===== src/rtl/sprite_motion.sv =====
// Per-frame sprite top-left position generator: manual and bounce modes.
// Optional: define SPRITE_MOTION_WRAP_EN to wrap instead of reflect in bounce.
module sprite_motion #(
    parameter int SCREEN_W = 1280,
    parameter int SCREEN_H = 720,
    parameter int WIDTH    = 256,
    parameter int HEIGHT   = 256,
    parameter int X_INIT   = 0,
    parameter int Y_INIT   = 0
) (
    input  logic        pixel_clk_in,
    input  logic        rst_n_in,
    input  logic [10:0] hcount_in,
    input  logic [9:0]  vcount_in,
    input  logic        enable_in,
    input  logic        mode_in,
    input  logic [3:0]  dir_in,
    input  logic [3:0]  speed_in,
    output logic [10:0] x_out,
    output logic [9:0]  y_out,
    output logic        hit_edge_out,
    output logic        busy_out
);

    localparam int XMAX = SCREEN_W - WIDTH;
    localparam int YMAX = SCREEN_H - HEIGHT;
    localparam logic signed [11:0] XMAX_S  = 12'(XMAX);
    localparam logic signed [10:0] YMAX_S  = 11'(YMAX);
    localparam logic signed [11:0] XWRAP_S = 12'(XMAX + 1);
    localparam logic signed [10:0] YWRAP_S = 11'(YMAX + 1);

    localparam logic [1:0] S_IDLE   = 2'd0;
    localparam logic [1:0] S_CALC_X = 2'd1;
    localparam logic [1:0] S_CALC_Y = 2'd2;
    localparam logic [1:0] S_COMMIT = 2'd3;

    logic [1:0]  state_q, state_d;
    logic [10:0] x_q, nx_q, nx_d;
    logic [9:0]  y_q, ny_q, ny_d;
    logic        sx_q, sy_q, nsx_q, nsy_q, nsx_d, nsy_d;
    logic        hitx_q, hity_q, hitx_d, hity_d, hit_q;
    logic        mode_q, en_q;
    logic [3:0]  dir_q, spd_q;
    logic        trigger;

    logic signed [11:0] spd_x, vx, sum_x;
    logic signed [10:0] spd_y, vy, sum_y;

    assign trigger = (hcount_in == 11'(SCREEN_W)) && (vcount_in == 10'(SCREEN_H));
    assign spd_x   = $signed({8'd0, spd_q});
    assign spd_y   = $signed({7'd0, spd_q});

    always_comb begin
        state_d = state_q;
        case (state_q)
            S_IDLE:   if (trigger) state_d = S_CALC_X;
            S_CALC_X: state_d = S_CALC_Y;
            S_CALC_Y: state_d = S_COMMIT;
            default:  state_d = S_IDLE;
        endcase
    end

    // sx/sy = 1 means moving toward smaller coordinates
    always_comb begin
        vx = 12'sd0;
        if (mode_q) begin
            vx = sx_q ? -spd_x : spd_x;
        end else begin
            case (dir_q[1:0])
                2'b01:   vx = spd_x;
                2'b10:   vx = -spd_x;
                default: vx = 12'sd0;
            endcase
        end
        sum_x  = $signed({1'b0, x_q}) + vx;
        nx_d   = x_q;
        nsx_d  = sx_q;
        hitx_d = 1'b0;
        if (en_q) begin
            if (sum_x < 12'sd0) begin
                hitx_d = 1'b1;
                nx_d   = '0;
                if (mode_q) begin
`ifdef SPRITE_MOTION_WRAP_EN
                    nx_d = 11'(sum_x + XWRAP_S);
`else
                    nsx_d = 1'b0;
`endif
                end
            end else if (sum_x > XMAX_S) begin
                hitx_d = 1'b1;
                nx_d   = 11'(XMAX);
                if (mode_q) begin
`ifdef SPRITE_MOTION_WRAP_EN
                    nx_d = 11'(sum_x - XWRAP_S);
`else
                    nsx_d = 1'b1;
`endif
                end
            end else begin
                nx_d = sum_x[10:0];
            end
        end
    end

    always_comb begin
        vy = 11'sd0;
        if (mode_q) begin
            vy = sy_q ? -spd_y : spd_y;
        end else begin
            case (dir_q[3:2])
                2'b01:   vy = spd_y;
                2'b10:   vy = -spd_y;
                default: vy = 11'sd0;
            endcase
        end
        sum_y  = $signed({1'b0, y_q}) + vy;
        ny_d   = y_q;
        nsy_d  = sy_q;
        hity_d = 1'b0;
        if (en_q) begin
            if (sum_y < 11'sd0) begin
                hity_d = 1'b1;
                ny_d   = '0;
                if (mode_q) begin
`ifdef SPRITE_MOTION_WRAP_EN
                    ny_d = 10'(sum_y + YWRAP_S);
`else
                    nsy_d = 1'b0;
`endif
                end
            end else if (sum_y > YMAX_S) begin
                hity_d = 1'b1;
                ny_d   = 10'(YMAX);
                if (mode_q) begin
`ifdef SPRITE_MOTION_WRAP_EN
                    ny_d = 10'(sum_y - YWRAP_S);
`else
                    nsy_d = 1'b1;
`endif
                end
            end else begin
                ny_d = sum_y[9:0];
            end
        end
    end

    always_ff @(posedge pixel_clk_in or negedge rst_n_in) begin
        if (!rst_n_in) begin
            state_q <= S_IDLE;
            x_q     <= 11'(X_INIT);
            y_q     <= 10'(Y_INIT);
            nx_q    <= '0;
            ny_q    <= '0;
            sx_q    <= 1'b0;
            sy_q    <= 1'b0;
            nsx_q   <= 1'b0;
            nsy_q   <= 1'b0;
            hitx_q  <= 1'b0;
            hity_q  <= 1'b0;
            hit_q   <= 1'b0;
            mode_q  <= 1'b0;
            en_q    <= 1'b0;
            dir_q   <= '0;
            spd_q   <= '0;
        end else begin
            state_q <= state_d;
            hit_q   <= 1'b0;
            case (state_q)
                S_IDLE: begin
                    if (trigger) begin
                        mode_q <= mode_in;
                        en_q   <= enable_in;
                        dir_q  <= dir_in;
                        spd_q  <= speed_in;
                        // entering bounce always starts heading down-right
                        if (mode_in && !mode_q) begin
                            sx_q <= 1'b0;
                            sy_q <= 1'b0;
                        end
                    end
                end
                S_CALC_X: begin
                    nx_q   <= nx_d;
                    nsx_q  <= nsx_d;
                    hitx_q <= hitx_d;
                end
                S_CALC_Y: begin
                    ny_q   <= ny_d;
                    nsy_q  <= nsy_d;
                    hity_q <= hity_d;
                end
                default: begin
                    x_q   <= nx_q;
                    y_q   <= ny_q;
                    sx_q  <= nsx_q;
                    sy_q  <= nsy_q;
                    hit_q <= hitx_q | hity_q;
                end
            endcase
        end
    end

    assign x_out        = x_q;
    assign y_out        = y_q;
    assign hit_edge_out = hit_q;
    assign busy_out     = (state_q != S_IDLE);

endmodule


===== config.mk =====
export PLATFORM = sky130hd
export DESIGN_NAME = sprite_motion
export DESIGN_NICKNAME = d
export VERILOG_FILES = /design/src/rtl/sprite_motion.sv
export SDC_FILE = /design/constraint.sdc
export NUM_CORES = 1
export LEC_CHECK = 0
export BUFFER_PORTS_ARGS = -buffer_cell sky130_fd_sc_hd__buf_2
export CELL_PAD_IN_SITES_DETAIL_PLACEMENT = 1
export CELL_PAD_IN_SITES_GLOBAL_PLACEMENT = 1
export CORE_MARGIN = 2
export CORE_UTILIZATION = 44
export CTS_CLUSTER_DIAMETER = 60
export CTS_CLUSTER_SIZE = 14
export DETAILED_ROUTE_END_ITERATION = 7
export GPL_TIMING_DRIVEN = 0
export PLACE_DENSITY_LB_ADDON = 0.05
export SYNTH_ARGS = -nofsm -noshare
export SYNTH_HDL_FRONTEND = slang
export SYNTH_SLANG_ARGS = --single-unit

===== constraint.sdc =====
create_clock -name pixel_clk_in -period 4 [get_ports pixel_clk_in]
set_clock_uncertainty 0.1 [all_clocks]
set_input_delay 0.2 -clock pixel_clk_in [delete_from_list [all_inputs] [get_ports pixel_clk_in]]
set_output_delay 0.2 -clock pixel_clk_in [all_outputs]
set_load 0.02 [all_outputs]

# After elaboration in Yosys (flattened, before gate mapping)
# Index checks and enable logic that the tools add are counted.
# word_totals
inputBits,33
out_inout_bits,23
register_bits,61
wordCells,80
# op_classes
n_lt_le_gt_ge,4
add_sub_neg,4
mux,35
n_eq_ne,10
bitwise,2
reduce_logical,9
# op_table
op,count
$mux 11,5
$mux 10,3
$mux 12,2
$pmux 12 s2,1
$pmux 11 s2,1
$mux 1,19
$add 12x12->12,1
$gt 12x12->1 const B,1
$lt 12x1->1 const B,1
$neg 4->12,1
$add 11x11->11,1
$eq 11x11->1 const B,1
$gt 11x10->1 const B,1
$lt 11x1->1 const B,1
$neg 4->11,1
$eq 10x10->1 const B,1
$eq 2x1->1 const B,3
$eq 2x2->1 const B,3
$pmux 2 s3,1
$ne 2x2->1 const B,2
$pmux 1 s2,2
$reduce_and 3->1,1
$reduce_or 3->1,1
$logic_and 1x1->1,2
8 further kinds,8

# Depth between registers and ports, before layout
# Gate-level depths: netlist of the first run.
# logic_depth
depth_word,8
mapped_depth,17
mapped_depth_nobuf,16

# Worst setup path before layout of the first run
# No wires, ideal clock.
# synth_timing
path_kind,register -> register
from,register spd_q[2]
to,register ny_q[1]
synth_period_minus_slack_ps,3559
stages_incl_launch_ff,14
setup_time_ps,92
path_slack_ps,441
t_required_ps,3808
arrival_ps,3367
n_path_buf,1
path_cell_list,dfrtp_1 > clkbuf_1 > nor3_1 > ha_1 > a22oi_1 > o31ai_1 > ha_1 > a21oi_2 > o22ai_1 > or4_4 > a21oi_2 > xnor2_1 > or4_4 > o31ai_2
# synth_between
elab_chain_cells,8
word_cells_on_any_way,10
cone_classes,add/sub: 2; order compare: 2; mux: 6
# synth_rtl
element,line,text
start: declaration,43,"logic [3:0] dir_q, spd_q;"
start signal: assignment,175,spd_q <= speed_in;
$neg 4->11,"109, 113",
$pmux 11 s2 or $mux 11 (tied branches),"111, 109",
$mux 11 *,108,if (mode_q) begin
$add 11x11->11 *,117,"sum_y = $signed({1'b0, y_q}) + vy;"
$gt 11x10->1,132,end else if (sum_y > YMAX_S) begin
$mux 10,132,
$mux 10 *,122,if (sum_y < 11'sd0) begin
$mux 10 *,121,if (en_q) begin
end signal: assignment,189,ny_q <= ny_d;
end: declaration,39,"logic [9:0] y_q, ny_q, ny_d;"
# Every way passes the cells marked *; elsewhere a longest branch is shown, timed or not.
# A chain may end at the register's enable or synchronous reset.

# Final worst setup path of the first run
# layout_timing
from,register spd_q[0]
to,register ny_q[5]
# The elaborated chain is that of the path after synthesis.

==> metrics.yaml, run 1 <==
initial_core_util_pct: 44.9
clock_path_buffers: 2
die-area_um2: 10200
drc: 0
crit_arrival_ns: 4.06
tightest_slew_ns: 0.647
switching_power_w: 0.00114
synth_edf_count: 0
overflow: 0
cp-start-kind: "register"
grt_pass1_wl_mm: 20.1
core_area_um2: 9200
fmax_mhz: 257
synth_top_flop_cell: "dfrtp_1"
setup_slack_ns: 0.102
min_path_type: "input port to register"
io_buffers: 55
finalNetCount: 606
status: "completed"
critical_path.startpoint: "spd_q[0]"
ys_types: 56
cts_num_sinks: 61
end_kind: "register"
layout-drive-gt1-share_pct: 23.3
hold_violations: 0
seqPwrFrac_pct: 32.7
io_pins: 56
grt-busiest-layer: "met2"
n_antenna_cell: 0
synth_top_cell_area_share_pct: 36.9
first_pass_iters: 4
synth_seq_cells: 61
setup_viol_count_final: 0
row_count: 35
via_per_inst: 5.77
p_leak_nw: 2.37
clk_latency_ns: 0.36
nFillCells: 1076
power_density_nw_per_um2: 549
fin_setup_tns_ns: 0
rsz0062_at_grt: "true"
async_flop_share_pct: 100
avgSynthCellArea_um2: 9.02
htreeDepth: 3
grt_max_degree: 38
sw_frac_of_total_pct: 40.9
die_y_um: 101
cts_made_buffers: 9
critPathMaxStageDelay_ns: 0.60
place_hpwl_mm: 9.22
area_growth_syn_to_layout_pct: 23.2
crit_path_cell_trace: "inv_1 -> ha_1 -> nor3b_2 -> nor2_2 -> ha_1 -> nand2_1 -> nor3_1 -> or4_4 -> a21oi_4 -> xnor2_1 -> or4_4 -> o31ai_2"
grt_pass1_vias: 3973
clock_power_share_pct: 25.4
cts_tree: "done"
period_needed_ns: 3.90
synth_commonest_cells: "61 x dfrtp_1, 47 x nor2_1, 41 x nand2_1"
slew_viol_final: 0
drt-total-wl_mm: 12.5
ant_nets: 0
place_congestion: 0.849
syn_area_um2: 4130
design_area_um2: 5090
yosysMostFrequentCell: "dfrtp_1"
syn-num-nets: 525
drv_cap: 0
first_iter_violations: 93
critPathTopFamily: "simple AND/OR/NAND/NOR gates"
fin_crit_sh_pct: 97.5
die_w_um: 101
multiInputGateArea_um2: 2550
finalPower_w: 0.00279
track_usage_pct: 25.5
worst_path_max_delay_cell: "or4_4"
use_met3_pct: 4.09
grtUsageMet1_pct: 31.7
dpl_cell_area_um2: 4570
ys_warn_count: 0
cp.required_ns: 4.17
r2r_start: "spd_q[0]"
clk_pin_slew_ns: 0.08
ir_drop_v: 0.000205
via_count: 3778
synth_cells: 458
wire_per_inst_um: 19.1
seq_area_um2: 1530
synthTopCellsByArea: "dfrtp_1 37%, ha_1 9.7%, mux2_2 5.2%"
crit_type: "register to register"
worst-path-buf-inv: 1
yosysSeqAreaShare_pct: 36.9
synth_top_area_cell: "dfrtp_1"
grt_use_met2_pct: 45.2
final_core_util_pct: 55.3
cts_root_buf: "clkbuf_8"
p_int_w: 0.00165
post-place-ws_ns: -0.123
combPwrFrac_pct: 41.9
critPathMaxFanout: 6
hp-start: "vcount_in[2]"
slew_headroom_pct: 56.9
antenna_found_initial: 0
-- worst paths after layout --
path	to	slack, ns	cells past startpoint
setup / recovery	ny_q[5]	0.10	12
hold / removal	state_q[0]	0.19	4
setup reg to reg	ny_q[5]	0.10	12
hold reg to reg	x_out[9]	0.39	2
max in group asynchronous	spd_q[2]	2.85	3
min in group asynchronous	x_out[6]	0.29	2
-- state kept, by name (all words and copies together), names as in the netlist --
name and count:
nsy_q 1, spd_q 4, hit_edge_out 1, sx_q 1
y_out 10, nx_q 11, dir_q 4, nsx_q 1
hity_q 1, hitx_q 1, state_q 2, x_out 11
mode_q 1, ny_q 10, en_q 1, sy_q 1
-- routing by layer --
metal,up-vias,wire length [um]
li1,1819,-
met2,81,6460
met3,12,453
met5,-,0
met1,1866,5480
met4,0,141
-- cell usage in the layout, fill, tap and decap left out, types with 7 or more instances in the layout --
cell           Yosys  final
nand3_1            9      9
clkbuf_1          13     12
clkbuf_8           0      9
inv_1             30     30
a21o_1            10     10
dlygate4sd3_1      0     11
mux2_2            19     19
a21oi_1           24     23
a31o_1             7      7
a22oi_1            7      7
nand2_1           41     41
dfrtp_1           61     60
nor2_1            47     45
xnor2_1           11     10
ha_1              32     31
o21ai_0           22     22
o21ai_1           15     15
buf_2              2     55
-- stage by stage --
stage | hold WS, ns | cells
2_1_floorplan | -0.196 | 458
3_3_place_gp | 0.313 | 624
3_5_place_dp | 0.152 | 625
4_1_cts | 0.152 | 651
5_1_grt | 0.206 | 655
6_report | 0.187 | 655
-- repair_timing --
item | 4_1_cts | 5_1_grt
gates resized for setup | 4 | 25
hold endpoints to repair | 34 | 0
pin swaps | 0 | 1
hold buffers | 11 | 0
endpoints found under the setup margin | 15 | 22
buffers inserted | 0 | 4
-- kinds of logic after synthesis --
logic type	share of synthesized area [%]
AOI/OAI and AO/OA	22.2
muxes	6.15
xor gates and xnor gates	4.03
adders and majority gates	10.7
and+or+nand+nor	15.6
DFF	36.9
buffers and inverters	4.42
-- final cells by class --
class	instances	area share (%)
Clock inverter	7	2.43
Multi-Input combinational cell	349	50.2
Tap cell	111	2.73
Inverter	31	2.29
Timing Repair Buffer	71	8.56
Clock buffer	9	2.43
Sequential cell	61	30.0
Buffer	16	1.35
-- worst reg2reg max path, cell delays in order, from the launching register on --
cell and delay, ns:
dfrtp_1 0.41, inv_1 0.15, ha_1 0.31, nor3b_2 0.38, nor2_2 0.16, ha_1 0.42
nand2_1 0.14, nor3_1 0.08, or4_4 0.54, a21oi_4 0.20, xnor2_1 0.14, or4_4 0.60
o31ai_2 0.20
-- power groups by stage --
stage,clock (W),sequential [W],combinational [W]
finish,0.000710,0.000912,0.00117
global placement,0,0.000914,0.00108
global route,0.000738,0.000936,0.00130
CTS,0.000718,0.000916,0.00114
floorplan,0,0.000977,0.000705
detailed placement,0,0.000924,0.00113
(Power assumes the default switching activity.)
==> run 2: changes to the inputs <==
--- a/config.mk
+++ b/config.mk
@@ -14,7 +14,7 @@
 export CTS_CLUSTER_SIZE = 14
 export DETAILED_ROUTE_END_ITERATION = 7
 export GPL_TIMING_DRIVEN = 0
-export PLACE_DENSITY_LB_ADDON = 0.05
+export PLACE_DENSITY_LB_ADDON = 0.1
 export SYNTH_ARGS = -nofsm -noshare
 export SYNTH_HDL_FRONTEND = slang
 export SYNTH_SLANG_ARGS = --single-unit
==> run 2 against run 1 <==
Sequential cell count did not move; design area fell by 1.5%; wire length fell by 2.4%; global-route usage fell by 0.58 points; worst hold slack got worse by 0.048 ns; clock power fell by 25%; total power fell by 6.2%; setup slack improved by 0.076 ns.
==> metrics.yaml, run 2 (synthesis results as in run 1) <==
status: "completed"
clk_latency_ns: 0.36  # about the same
endpoint: "ny_q[5]"
finalNetCount: 604  # -0.33%
min_path_type: "input port to register"
area_growth_syn_to_layout_pct: 21.3
crit_arrival_ns: 3.99  # -0.07 ns
via_count: 3820  # +1.1%
worst-path-buf-inv: 1  # unchanged
crit_type: "register to register"
die_w_um: 101  # unchanged
combPwrFrac_pct: 44.6  # +2.7 points
cp-start-kind: "register"
antenna_found_initial: 0  # unchanged
layout_common_cells: "60 x dfrtp_1, 55 x buf_2, 45 x nor2_1"
dpl_cell_area_um2: 4550  # -0.38%
grt_pass1_wl_mm: 19.7  # -2.2%
reg2reg_slack_ns: 0.18  # +0.08 ns
cts_tree: "done"
slew_viol_final: 0  # unchanged
io_pins: 56  # unchanged
drt-total-wl_mm: 12.2  # -2.4%
hold_violations: 0  # unchanged
finalNonFillerCells: 653  # -0.31%
seqPwrFrac_pct: 35.0  # +2.3 points
worst_path_max_delay_cell: "or4_4"
first_pass_iters: 4  # unchanged
io_buffers: 55  # unchanged
wire_per_inst_um: 18.7  # -2.1%
design_area_um2: 5010  # -1.5%
tightest_slew_ns: 0.811  # +0.164 ns
slew_headroom_pct: 45.9  # -11 points
layout-drive-gt1-share_pct: 24.0  # +0.64 points
setup_viol_count_final: 0  # unchanged
critPathMaxStageDelay_ns: 0.60  # about the same
cts_made_buffers: 9  # unchanged
clock_path_buffers: 2  # unchanged
die-area_um2: 10200  # unchanged
initial_core_util_pct: 44.9  # unchanged
place_hpwl_mm: 8.99  # -2.5%
critPathMaxFanout: 5  # -1
cts_root_buf: "clkbuf_8"
worstRegToRegCells: 13  # +1
row_count: 35  # unchanged
p_int_w: 0.00147  # -11%
ant_nets: 0  # unchanged
overflow: 0  # unchanged
die_y_um: 101  # unchanged
regToRegEndpoint: "ny_q[5]"
drv_cap: 0  # unchanged
via_per_inst: 5.85  # +1.4%
grt_max_degree: 62  # +63%
power_density_nw_per_um2: 522  # -4.8%
n_antenna_cell: 0  # unchanged
path_depth: 13  # +1
rsz0062_at_grt: "true"
crit_path_cell_trace: "inv_1 -> ha_1 -> xnor2_1 -> a22oi_1 -> o31ai_1 -> ha_1 -> nand3_1 -> nor3_1 -> or4_4 -> a21oi_2 -> xnor2_1 -> or4_4 -> o31ai_2"
critPathTopFamily: "simple AND/OR/NAND/NOR gates"
cp.required_ns: 4.17  # about the same
grt_pass1_vias: 3858  # -2.9%
cts_num_sinks: 61  # unchanged
final_core_util_pct: 54.5  # -0.83 points
sw_frac_of_total_pct: 43.8  # +2.9 points
fmax_mhz: 262  # +2.0%
place_congestion: 0.857  # +0.99%
fin_crit_sh_pct: 95.5  # -1.9 points
track_usage_pct: 24.9  # -0.58 points
final_common_cell: "dfrtp_1"
clk_pin_slew_ns: 0.08  # about the same
htreeDepth: 3  # unchanged
drc: 0  # unchanged
placed_cells: 624  # -0.16%
finalPower_w: 0.00262  # -6.2%
period_needed_ns: 3.82  # -0.0762 ns
r2r_start: "spd_q[0]"
clock_power_share_pct: 20.5  # -4.9 points
switching_power_w: 0.00115  # +0.35%
first_iter_violations: 117  # +26%
ir_drop_v: 0.000201  # -2.0%
end_kind: "register"
core_area_um2: 9200  # unchanged
fin_setup_tns_ns: 0  # unchanged
critical_path.startpoint: "spd_q[0]"
p_leak_nw: 2.32  # -2.0%
==> run 2: tightest hold or removal path: stages <==
cell and delay, ns:
buf_2 0.07, nor4b_1 0.04, nand3_1 0.13, a31oi_1 0.11
==> run 2: per-stage QoR <==
| step | hold slack (ns) | setup WS [ns] |
|---|---|---|
| after floorplan | -0.196 | 0.441 |
| after global placement | 0.313 | -0.116 |
| after detailed placement | 0.247 | -0.272 |
| after CTS | 0.118 | -0.00552 |
| after global routing | 0.165 | -0.0217 |
| final | 0.139 | 0.178 |
==> run 2: worst min-delay path by stage <==
stage / start / to / slack (ns) / cells after the start
2_1_floorplan: rst_n_in / dir_q[0] / -0.20 / 0
3_3_place_gp: dir_in[0] / dir_q[0] / 0.31 / 3
3_5_place_dp: rst_n_in / x_out[8] / 0.25 / 1
4_1_cts: vcount_in[5] / state_q[0] / 0.12 / 4
5_1_grt: vcount_in[8] / state_q[0] / 0.16 / 4
6_report: vcount_in[5] / state_q[0] / 0.14 / 4
==> run 2: timing repair <==
action	CTS	global route
gates resized for setup	4	29
hold buffers	11	0
endpoints found under the setup margin	18	21
cloned	0	0
hold endpoints to repair	71	0
setup buffers	0	3
pin swaps	0	1
==> run 2: layout make-up <==
type | count | area (um2)
fill | 1066 | 4180
multi-input combinational | 349 | 2570
sequential | 61 | 1530
timing repair buffer | 69 | 410
tap | 111 | 139
clock buffer | 9 | 124
inverter | 31 | 116
buffer | 16 | 66.3
clock inverter | 7 | 58.8
==> run 2: power by group through the flow <==
stage          registers (W)  clock network [W]  logic (W)
2_1_floorplan       0.000977                  0   0.000705
3_3_place_gp        0.000917                  0    0.00107
3_5_place_dp        0.000927                  0    0.00112
4_1_cts             0.000916           0.000550    0.00113
5_1_grt             0.000937           0.000573    0.00129
6_report            0.000916           0.000536    0.00117
==> run 2: routing by layer <==
metal | up-vias | track usage [%] | routed length, um | share of wire [%]
li1 | 1810 | - | - | -
met3 | 11 | 5.13 | 475 | 3.9
met2 | 81 | 42.9 | 6130 | 50
met5 | - | 0 | 0 | 0
met1 | 1918 | 32.2 | 5510 | 45
met4 | 0 | 5.82 | 128 | 1.0
==> run 3: changes to the inputs <==
--- a/config.mk
+++ b/config.mk
@@ -15,6 +15,7 @@
 export DETAILED_ROUTE_END_ITERATION = 7
 export GPL_TIMING_DRIVEN = 0
 export PLACE_DENSITY_LB_ADDON = 0.1
+export RECOVER_POWER = 100
 export SYNTH_ARGS = -nofsm -noshare
 export SYNTH_HDL_FRONTEND = slang
 export SYNTH_SLANG_ARGS = --single-unit
==> run 3 against run 2 <==
The run now ends with capacitance limit, slew limit left; combinational power hardly changed; sequential share of layout area increased by 0.24 points; first-iteration DRC count grew 15%; wire length grew 0.18%; die area unchanged; design area shrank 0.77%; clock power barely moved; setup slack worse by 0.0012 ns; sequential cell count unchanged; critical path type unchanged; largest power group unchanged.
==> metrics.yaml, run 3 (synthesis results as in run 1) <==
slew_viol_final: 62  # +62
crit_arrival_ns: 4.00  # about the same
finalPower_w: 0.00260  # -0.69%
clock_power_share_pct: 20.7  # +0.2 points
placed_cells: 624  # unchanged
via_count: 3810  # -0.26%
track_usage_pct: 24.9  # unchanged
layout-drive-gt1-share_pct: 19.6  # -4.4 points
sw_frac_of_total_pct: 44.2  # +0.44 points
power_density_nw_per_um2: 523  # about the same
combPwrFrac_pct: 44.1  # -0.5 points
grt_pass1_vias: 3858  # unchanged
io_pins: 56  # unchanged
fin_setup_tns_ns: 0  # unchanged
grt_pass1_wl_mm: 19.7  # unchanged
layout_common_cells: "60 x dfrtp_1, 45 x nor2_1, 41 x nand2_1"
dpl_cell_area_um2: 4550  # unchanged
crit_type: "register to register"
fin_crit_sh_pct: 95.6  # about the same
finalNetCount: 604  # unchanged
drc: 0  # unchanged
wl_met1_mm: 5.53  # +0.33%
reg2reg_slack_ns: 0.18  # about the same
place_congestion: 0.857  # unchanged
ir_drop_v: 0.000195  # -2.7%
place_hpwl_mm: 8.99  # unchanged
p_leak_nw: 2.25  # -3.3%
min_path_type: "input port to register"
wire_per_inst_um: 18.8  # +0.18%
wl_met3_um: 450  # -5.3%
cts_root_buf: "clkbuf_8"
cts_made_buffers: 9  # unchanged
cts_tree: "done"
critPathMaxFanout: 5  # unchanged
first_pass_iters: 4  # unchanged
die_w_um: 101  # unchanged
design_area_um2: 4970  # -0.77%
final_common_cell: "dfrtp_1"
clk_latency_ns: 0.36  # about the same
cts_num_sinks: 61  # unchanged
final_core_util_pct: 54.1  # -0.42 points
drt-total-wl_mm: 12.3  # +0.18%
n_antenna_cell: 0  # unchanged
endpoint: "ny_q[5]"
area_growth_syn_to_layout_pct: 20.4
row_count: 35  # unchanged
critical_path.startpoint: "spd_q[3]"
tightest_slew_ns: 1.57  # +0.761 ns
initial_core_util_pct: 44.9  # unchanged
slew_headroom_pct: -4.82  # -51 points
r2r_start: "spd_q[3]"
via_per_inst: 5.83  # -0.26%
hold_violations: 0  # unchanged
rsz0062_at_grt: "true"
fmax_mhz: 262  # about the same
switching_power_w: 0.00115  # +0.30%
end_kind: "register"
worstRegToRegCells: 12  # -1
top_layer_used: "met4"
regToRegEndpoint: "ny_q[5]"
clk_pin_slew_ns: 0.08  # about the same
routed-wl-met2_mm: 6.15  # +0.44%
die_y_um: 101  # unchanged
cp-start-kind: "register"
setup_viol_count_final: 0  # unchanged
finalNonFillerCells: 653  # unchanged
core_area_um2: 9200  # unchanged
clock_path_buffers: 2  # unchanged
first_iter_violations: 134  # +15%
cp.required_ns: 4.17  # about the same
period_needed_ns: 3.82  # +0.00118 ns
grt_max_degree: 62  # unchanged
seqPwrFrac_pct: 35.3  # +0.3 points
status: "complete, but fails checks"
drv_cap: 1  # +1
ant_nets: 0  # unchanged
p_int_w: 0.00145  # -1.5%
violations: "capacitance limit, slew limit"
antenna_found_initial: 0  # unchanged
io_buffers: 55  # unchanged
htreeDepth: 3  # unchanged
die-area_um2: 10200  # unchanged
overflow: 0  # unchanged
run 3: cell types whose count changed in the layout (fill, tap and decap cells not counted):
cell,change
clkbuf_2,+1
o21ai_1,-8
buf_1,-1
buf_4,-1
o21ai_0,+8
buf_2,-23
clkbuf_1,+24
xor2_1,+1
xor2_2,-1
run 3: power groups by stage:
stage,logic [W],registers [W],clock network (W)
after floorplan,0.000705,0.000977,0
after global placement,0.00107,0.000917,0
after detailed placement,0.00112,0.000927,0
after CTS,0.00113,0.000916,0.000550
after global routing,0.00126,0.000939,0.000573
final,0.00115,0.000917,0.000537
run 3: metal layers:
metal | GRT usage (%) | up-vias
met2 | 42.9 | 69
met3 | 5.13 | 12
met1 | 32.2 | 1916
met5 | 0 | -
li1 | - | 1813
met4 | 5.82 | 0
run 3: final cells by class:
| class | count | area (um2) |
|---|---|---|
| buffer | 16 | 66.3 |
| clock buffer | 9 | 124 |
| clock inverter | 7 | 58.8 |
| fill | 1065 | 4220 |
| inverter | 31 | 116 |
| multi-input combinational | 349 | 2560 |
| sequential | 61 | 1530 |
| tap | 111 | 139 |
| timing repair buffer | 69 | 379 |
run 3: worst max-delay path: stages, from the launching register on:
cell	delay, ns
dfrtp_1	0.45
inv_1	0.11
ha_1	0.34
a22oi_1	0.11
o31ai_2	0.36
ha_1	0.35
a21oi_2	0.16
o22ai_1	0.11
or4_4	0.49
a21oi_2	0.20
xnor2_1	0.15
or4_4	0.61
o31ai_2	0.20
run 3: how the worst min path moves through the flow:
stage                       from    endpoint  cells after the start
floorplan               rst_n_in    dir_q[0]                      0
global placement       dir_in[0]    dir_q[0]                      3
finish              vcount_in[5]  state_q[0]                      4
detailed placement      rst_n_in    x_out[8]                      1
global route        vcount_in[8]  state_q[0]                      4
CTS                 vcount_in[5]  state_q[0]                      4
run 3: metrics by stage:
stage	setup WS, ns	hold WS (ns)
floorplan	0.441	-0.196
global placement	-0.116	0.313
detailed placement	-0.272	0.247
CTS	-0.00552	0.118
global route	-0.0164	0.165
finish	0.177	0.136
run 3: timing repair:
action / in CTS / in global routing
pin swaps: 0 / 1
setup buffers: 0 / 3
hold endpoints to repair: 71 / 0
gates resized for setup: 4 / 29
endpoints found under the setup margin: 18 / 21
hold buffers: 11 / 0
